[src/rtl/hack_pc_jump_if.sv]
`default_nettype none
// ============================================================================
//  Module      : hack_pc_jump_if
//  Description : Control/status bundle between the ALU/decode stage and the
//                Hack program counter. The master drives the instruction
//                fields and ALU flags. The slave (the PC unit) returns the
//                registered address and status.
//  Revision    : 1.0 - initial release
// ============================================================================
interface hack_pc_jump_if #(
    parameter int WIDTH = 16
);
    logic             en;
    logic             soft_reset;
    logic             instr_c;
    logic [2:0]       jmp;
    logic             zr;
    logic             ng;
    logic [WIDTH-1:0] a_in;
    logic [WIDTH-1:0] pc;
    logic             taken;
    logic             halted;
    logic [7:0]       jump_count;

    // Upstream side: decode/ALU stage, or a test driver.
    modport master (
        output en, soft_reset, instr_c, jmp, zr, ng, a_in,
        input  pc, taken, halted, jump_count
    );

    // PC unit side.
    modport slave (
        input  en, soft_reset, instr_c, jmp, zr, ng, a_in,
        output pc, taken, halted, jump_count
    );
endinterface
`default_nettype wire

[src/rtl/hack_pc_jump.sv]
`default_nettype none
// ============================================================================
//  Module      : hack_pc_jump
//  Description : Hack-style program counter with an integrated jump-condition
//                unit. It selects between the jump target, an increment and
//                a restart. It flags the jump-to-self halt idiom and keeps a
//                saturating count of taken jumps. All outputs are registered.
//  Revision    : 1.0 - initial release
// ============================================================================
module hack_pc_jump #(
    parameter int WIDTH       = 16,
    parameter bit HALT_DETECT = 1'b1
) (
    input  wire logic          clk,
    input  wire logic          rst,
    hack_pc_jump_if.slave      bus
);
    localparam logic [WIDTH-1:0] c_pc_zero  = '0;
    localparam logic [WIDTH-1:0] c_pc_one   = WIDTH'(1);
    localparam logic [7:0]       c_cnt_max  = 8'hFF;
    localparam logic [7:0]       c_cnt_zero = 8'h00;
    localparam logic [7:0]       c_cnt_one  = 8'h01;

    logic [WIDTH-1:0] r_pc;
    logic             r_taken;
    logic [7:0]       r_jump_count;

    logic             w_cond;
    logic             w_take;
    logic             w_self_jump;

    // Jump-field decode: j1 selects "negative", j2 selects "zero" and
    // j3 selects "positive". The illegal zr=ng=1 case is not filtered.
    assign w_cond      = (bus.jmp[2] & bus.ng)
                       | (bus.jmp[1] & bus.zr)
                       | (bus.jmp[0] & ~bus.ng & ~bus.zr);
    assign w_take      = bus.instr_c & w_cond & bus.en;
    assign w_self_jump = w_take & (bus.a_in == r_pc);

    // Next-address select. soft_reset outranks the stall, and the stall
    // outranks a jump.
    always_ff @(posedge clk or posedge rst) begin
        if (rst) begin
            r_pc    <= c_pc_zero;
            r_taken <= 1'b0;
        end else if (bus.soft_reset) begin
            r_pc    <= c_pc_zero;
            r_taken <= 1'b0;
        end else if (!bus.en) begin
            r_taken <= 1'b0;
        end else if (w_take) begin
            r_pc    <= bus.a_in;
            r_taken <= 1'b1;
        end else begin
            r_pc    <= r_pc + c_pc_one;
            r_taken <= 1'b0;
        end
    end

    // Debug counter of taken jumps. It saturates instead of wrapping.
    always_ff @(posedge clk or posedge rst) begin
        if (rst) begin
            r_jump_count <= c_cnt_zero;
        end else if (bus.soft_reset) begin
            r_jump_count <= c_cnt_zero;
        end else if (w_take && (r_jump_count != c_cnt_max)) begin
            r_jump_count <= r_jump_count + c_cnt_one;
        end
    end

    generate
        if (HALT_DETECT) begin : g_halt_detect
            logic r_halted;

            // Sticky flag for a jump to the current address. The pc keeps
            // following the normal rules, so a self-loop holds pc constant.
            always_ff @(posedge clk or posedge rst) begin
                if (rst) begin
                    r_halted <= 1'b0;
                end else if (bus.soft_reset) begin
                    r_halted <= 1'b0;
                end else if (w_self_jump) begin
                    r_halted <= 1'b1;
                end
            end

            assign bus.halted = r_halted;
        end else begin : g_halt_off
            logic w_unused_self;
            assign w_unused_self = w_self_jump;
            assign bus.halted    = 1'b0;
        end
    endgenerate

    assign bus.pc         = r_pc;
    assign bus.taken      = r_taken;
    assign bus.jump_count = r_jump_count;
endmodule
`default_nettype wire

[src/flat_wrapper.sv]
// flat-port wrapper written by rule: the top's interface ports become plain ports
module hack_pc_jump_flat 
#(
    parameter int WIDTH       = 16,
    parameter bit HALT_DETECT = 1'b1
)
  (clk, rst, bus_en, bus_soft_reset, bus_instr_c, bus_jmp, bus_zr, bus_ng, bus_a_in, bus_pc, bus_taken, bus_halted, bus_jump_count);
  hack_pc_jump_if #(.WIDTH(WIDTH)) bus_i ();
  input  wire logic clk;
  input  wire logic rst;
  input wire logic [$bits(bus_i.en)-1:0] bus_en;
  input wire logic [$bits(bus_i.soft_reset)-1:0] bus_soft_reset;
  input wire logic [$bits(bus_i.instr_c)-1:0] bus_instr_c;
  input wire logic [$bits(bus_i.jmp)-1:0] bus_jmp;
  input wire logic [$bits(bus_i.zr)-1:0] bus_zr;
  input wire logic [$bits(bus_i.ng)-1:0] bus_ng;
  input wire logic [$bits(bus_i.a_in)-1:0] bus_a_in;
  output wire logic [$bits(bus_i.pc)-1:0] bus_pc;
  output wire logic [$bits(bus_i.taken)-1:0] bus_taken;
  output wire logic [$bits(bus_i.halted)-1:0] bus_halted;
  output wire logic [$bits(bus_i.jump_count)-1:0] bus_jump_count;
  assign bus_i.en = bus_en;
  assign bus_i.soft_reset = bus_soft_reset;
  assign bus_i.instr_c = bus_instr_c;
  assign bus_i.jmp = bus_jmp;
  assign bus_i.zr = bus_zr;
  assign bus_i.ng = bus_ng;
  assign bus_i.a_in = bus_a_in;
  assign bus_pc = bus_i.pc;
  assign bus_taken = bus_i.taken;
  assign bus_halted = bus_i.halted;
  assign bus_jump_count = bus_i.jump_count;
  hack_pc_jump #(.WIDTH(WIDTH), .HALT_DETECT(HALT_DETECT)) u_core (.clk(clk), .rst(rst), .bus(bus_i));
endmodule
[config.mk]
export PLATFORM = sky130hd
export DESIGN_NAME = hack_pc_jump_flat
export DESIGN_NICKNAME = d
export VERILOG_FILES = /design/src/rtl/hack_pc_jump_if.sv /design/src/rtl/hack_pc_jump.sv /design/src/flat_wrapper.sv
export SDC_FILE = /design/constraint.sdc
export NUM_CORES = 1
export LEC_CHECK = 0
export CAP_MARGIN = 20
export CELL_PAD_IN_SITES_DETAIL_PLACEMENT = 1
export CELL_PAD_IN_SITES_GLOBAL_PLACEMENT = 1
export CORE_AREA = 8 8 72 121
export DETAILED_ROUTE_END_ITERATION = 6
export DIE_AREA = 0 0 80 129
export PLACE_DENSITY = 0.74
export SLEW_MARGIN = 20
export SYNTH_ARGS = -nofsm -noshare
export SYNTH_HDL_FRONTEND = slang
export SYNTH_SLANG_ARGS = --single-unit
[constraint.sdc]
create_clock -name clk -period 5.6 [get_ports clk]
set_clock_uncertainty 0.2 [all_clocks]
set_input_delay 1.12 -clock clk [delete_from_list [all_inputs] [get_ports clk]]
set_output_delay 1.12 -clock clk [all_outputs]
set_load 0.02 [all_outputs]
# Word-level counts from Yosys, hierarchy flattened
# Index checks and enable logic that the tools add are counted.
[totals]
reg_bits = 26
output_inout_bits = 26
word_cells = 33
[classes]
n_addsub = 2
n_eq_ne = 2
mux = 10
bitwise_logic = 11
reduce_logical = 4
[op_table]
columns = ["operator", "n"]
rows = [
  ["$mux 16", 3],
  ["$add 16x1->16 const B", 1],
  ["$eq 16x16->1", 1],
  ["$mux 8", 2],
  ["$add 8x1->8 const B", 1],
  ["$ne 8x8->1 const B", 1],
  ["$and 1x1->1", 7],
  ["$reduce_bool 2->1", 3],
  ["$mux 1", 5],
  ["$not 1->1", 2],
  ["$or 1x1->1", 2],
  ["$logic_and 1x1->1", 1],
]

# Longest topological paths before layout
[depth]
ltp_word = 9
mapped_depth = 5

# Worst setup path before layout
# Ideal clock, no wire load.
[synth_timing]
path_kind = "input -> register"
start = "in bus_ng"
end = "reg u_core.r_jump_count[5], in the netlist u_core.bus.jump_count[5]"
setup_time_ns = 0.128
t_arrival_ns = 2.298
t_required_ns = 5.272
slack_ns = 2.975
cell_stages = 4
path_cell_list = "nor3b_1 o211ai_1 nor4_1 mux2_1"
[synth_between]
elab_chain_cells = 8
[synth_rtl]
columns = ["item", "line", "source"]
rows = [
  ["start, declared", "flat_wrapper.sv:16", "input wire logic [$bits(bus_i.ng)-1:0] bus_ng;"],
  ["$not 1->1", "hack_pc_jump.sv:36", "| (bus.jmp[0] & ~bus.ng & ~bus.zr);"],
  ["$and 1x1->1 (2 in series)", "hack_pc_jump.sv:36", ""],
  ["$or 1x1->1 *", "hack_pc_jump.sv:36", ""],
  ["$and 1x1->1 * (2 in series)", "hack_pc_jump.sv:37", "assign w_take = bus.instr_c & w_cond & bus.en;"],
  ["$logic_and 1x1->1 *", "hack_pc_jump.sv:66", "end else if (w_take && (r_jump_count != c_cnt_max)) begin"],
  ["$reduce_bool 2->1 (no source line) *", "-", ""],
  ["end signal, assigned", "hack_pc_jump.sv:63", "r_jump_count <= c_cnt_zero;"],
  ["end signal, assigned", "hack_pc_jump.sv:65", "r_jump_count <= c_cnt_zero;"],
  ["end signal, assigned", "hack_pc_jump.sv:67", "r_jump_count <= r_jump_count + c_cnt_one;"],
  ["end, declared", "hack_pc_jump.sv:26", "logic [7:0] r_jump_count;"],
]
# Mark *: on every way between the ends. The rest lies on a longest branch, timed or not.
# A chain may end at the register's enable or synchronous reset.

# Worst setup path after layout
[layout_timing]
start = "in bus_en"
end = "reg u_core.r_jump_count[5], in the netlist u_core.bus.jump_count[5]"
[layout_between]
elab_chain_cells = 3
[layout_rtl]
columns = ["item", "line", "source"]
rows = [
  ["start, declared", "flat_wrapper.sv:11", "input wire logic [$bits(bus_i.en)-1:0] bus_en;"],
  ["$and 1x1->1", "hack_pc_jump.sv:37", ""],
  ["$logic_and 1x1->1", "hack_pc_jump.sv:66", ""],
  ["$reduce_bool 2->1 (no source line)", "-", ""],
]
# No other way between the ends.

==> flow_summary.json <==
{
  "ff2ff_path_depth": 5,
  "critPathRequiredTime_ns": 5.54,
  "r2r_slack_ns": 3.10,
  "vias": 1880,
  "max_freq_mhz": 288,
  "rr_startpoint": "u_core.bus.pc[1]$_DFFE_PP0P_",
  "cts_tree": "done",
  "synth-seq-area-share": 0.352,
  "crit_chain": "clkdlybuf4s50_1, o211ai_1, nor4_1, mux2_1",
  "first_pass_iters": 4,
  "p_seq_frac": 0.393,
  "die_height_um": 129,
  "portBuffers": 51,
  "seq_area_sq_um": 651,
  "outcome": "finished clean",
  "dp_slack_ns": 1.86,
  "hold_path_class": "reg -> reg",
  "timing.critical_path.from": "bus_en",
  "yosys_warnings": 0,
  "synth_top_family_by_area": "simple AND/OR/NAND/NOR gates",
  "worstPathArrival_ns": 3.41,
  "track_usage": 0.130,
  "muxShareOfSynthArea": 0.0501,
  "fin_tns_setup_ns": 0,
  "rsz0062_at_grt": "no",
  "fp.dieW_um": 80,
  "synth.largest_area_cell": "dfrtp_1",
  "clkTransAtPathRegs_ns": 0.07,
  "clock_latency_ns": 0.27,
  "p_switching_uw": 142,
  "synth.distinct_cells": 44,
  "clkPwrFrac": 0.404,
  "rr_endpoint": "u_core.bus.pc[12]$_DFFE_PP0P_",
  "syn_to_final_growth_pct": 38.0,
  "cts_root_buf": "clkbuf_16",
  "diodes": 0,
  "holdWs_ns": 0.354,
  "maxSlewHeadroom": 0.318,
  "worst_slack_ns": 2.13,
  "internal_power_uw": 389,
  "clockBufferDepth": 2,
  "grt_overflow": 0,
  "ant_nets": 0,
  "dieArea_sq_um": 10300,
  "async_flop_share": 1.00,
  "critPathMaxStageDelay_ns": 0.90,
  "synth_adder_area_share": 0.0136,
  "ir_drop_mv": 0.0900,
  "end_kind": "flip-flop",
  "worst_slew_pin_slew_ns": 1.02,
  "ys_seq_elements": 26,
  "p_comb_frac": 0.204,
  "cp_slowest_cell": "clkdlybuf4s50_1",
  "cellLeakagePower_uw": 0.000907,
  "synth_compound_area_frac": 0.205,
  "synth_xor_area_frac": 0.0759,
  "synth_area_sq_um": 1850,
  "vias_per_cell": 5.50,
  "fin_crit_sh": 0.619,
  "crit_type": "in -> reg",
  "swShare": 0.268,
  "core_sq_um": 7080,
  "cp_top_family": "buffers and inverters",
  "cp-endpoint": "u_core.bus.jump_count[5]$_DFFE_PP0P_",
  "cp-start-kind": "primary input",
  "antenna_found_initial": 0,
  "worst-path-buf-inv": 1,
  "rows": 41,
  "drive_gt1_frac": 0.0469,
  "drc": 0,
  "powerDensity_nw_per_um2": 209,
  "fin_util": 0.360,
  "start_util": 0.261,
  "cts_buffers": 3,
  "period_needed_ns": 3.47,
  "fillers": 836,
  "finalSetupViolations": 0,
  "synth.top_cell.area_share": 0.352,
  "synth-edff-count": 0,
  "power.total_uw": 532,
  "drt_iter0_drc": 44,
  "nets": 285,
  "routabilityCongestion": 0.797,
  "worstPathMaxFanout": 18,
  "cts_hold_buf": 0,
  "syn_area_per_cell_sq_um": 8.67,
  "drv_cap": 0,
  "synth-main-ff-cell": "dfrtp_1",
  "cts_setup_buffers": 0,
  "syn_inst": 213,
  "cts_max_level": 1,
  "synthSimpleGateAreaFrac": 0.245,
  "grt_first_pass_wirelength_um": 10600,
  "final_hold_viol_count": 0,
  "cts_resized": 0,
  "cts_sinks": 26,
  "whs_path_depth": 1,
  "wirelength_um": 6480,
  "io_pins": 52,
  "multiInputGateArea_sq_um": 1090,
  "grt_max_degree": 28,
  "synth_top_cells_by_area": "dfrtp_1, xnor2_1, or4_1, mux2i_1, nand3_1",
  "grt_pass1_vias": 2064,
  "routedWlPerCell_um": 19.0,
  "dp_hpwl_um": 5000,
  "report.final.slew_viol_count": 0,
  "syn_nets": 241,
  "cp_num_cells": 4
}
-- routing by layer --
| metal | global-route usage | vias up | part of all wire |
|---|---|---|---|
| met1 | 0.131 | 936 | 0.38 |
| li1 | - | 895 | - |
| met2 | 0.250 | 39 | 0.57 |
| met4 | 0.0496 | 0 | 0.021 |
| met5 | 0 | - | 0 |
| met3 | 0.0209 | 10 | 0.035 |
-- Yosys cell counts, types with 2 or more instances --
cell	instances
o21a_1	2
o2bb2ai_1	2
nor2_1	10
or4_1	11
o21ai_1	2
mux2i_1	7
a22o_1	2
nor2b_1	3
a211oi_1	2
nand4_1	8
o211ai_1	3
a21oi_1	10
nand2_1	13
a2bb2oi_1	5
o21ai_0	6
xnor2_1	16
inv_1	14
o31ai_1	2
o32ai_1	6
nand2b_1	2
buf_2	2
nor4_1	6
nor3_1	3
a31oi_1	6
or3_1	2
o41ai_1	2
ha_1	2
dfrtp_1	26
nand3_1	13
clkbuf_1	11
-- cell families after synthesis --
family                     Yosys count
and+or+nand+nor                     78
AOI/OAI and AO/OA                   54
buffers and inverters               28
DFF                                 26
xor gates and xnor gates            16
muxes                                9
adders and majority gates            2
-- how the worst min path moves through the flow --
stage / slack (ns) / end / start
2_1_floorplan: 0.43 / u_core.bus.halted$_DFFE_PP0P_ / u_core.bus.halted$_DFFE_PP0P_
3_3_place_gp: 0.31 / u_core.bus.halted$_DFFE_PP0P_ / u_core.bus.halted$_DFFE_PP0P_
3_5_place_dp: 0.32 / u_core.bus.halted$_DFFE_PP0P_ / u_core.bus.halted$_DFFE_PP0P_
4_1_cts: 0.35 / u_core.bus.halted$_DFFE_PP0P_ / u_core.bus.halted$_DFFE_PP0P_
5_1_grt: 0.37 / u_core.bus.halted$_DFFE_PP0P_ / u_core.bus.halted$_DFFE_PP0P_
6_report: 0.35 / u_core.bus.halted$_DFFE_PP0P_ / u_core.bus.halted$_DFFE_PP0P_
-- area by class of cell --
cell class                      instances  area share
Multi-Input combinational cell        159       0.429
Sequential cell                        26       0.255
Timing Repair Buffer                   53       0.212
Tap cell                               86      0.0422
Clock buffer                            3      0.0295
Inverter                               14      0.0206
Clock inverter                          1      0.0118
-- sequential cells by signal (all words and copies together) (netlist names) --
signal,flops
u_core.bus.pc,16
u_core.bus.jump_count,8
u_core.bus.taken,1
u_core.bus.halted,1
-- power by group through the flow --
stage               Sequential, uW  Combinational (uW)  Clock (uW)
detailed placement             212                 110           0
global route                   211                 117         225
global placement               212                 105           0
floorplan                      216                50.7           0
CTS                            209                 110         216
finish                         209                 108         215
-- cell usage in the layout (no fill, tap or decap), types with 2 or more instances in the layout --
master,n
nor3_1,3
o21a_1,2
nor2_1,10
o31ai_1,2
a21oi_1,10
clkbuf_16,3
o41ai_1,2
o211ai_1,3
o2bb2ai_1,2
inv_1,14
o32ai_1,6
nor2b_1,3
or3_1,2
a22o_1,2
clkdlybuf4s50_1,50
dfrtp_1,26
xnor2_1,16
a31oi_1,6
nand2_1,13
ha_1,2
or4_1,11
nand4_1,8
nor4_1,6
nand3_1,13
mux2i_1,7
nand2b_1,2
a211oi_1,2
a2bb2oi_1,5
o21ai_0,6
-- metrics by stage --
stage / cells / area [sq um]
global route: 342 / 2550
global placement: 337 / 2420
finish: 342 / 2550
floorplan: 213 / 1850
detailed placement: 338 / 2450
CTS: 342 / 2550
Note: power is estimated with default switching activity, not from simulation.
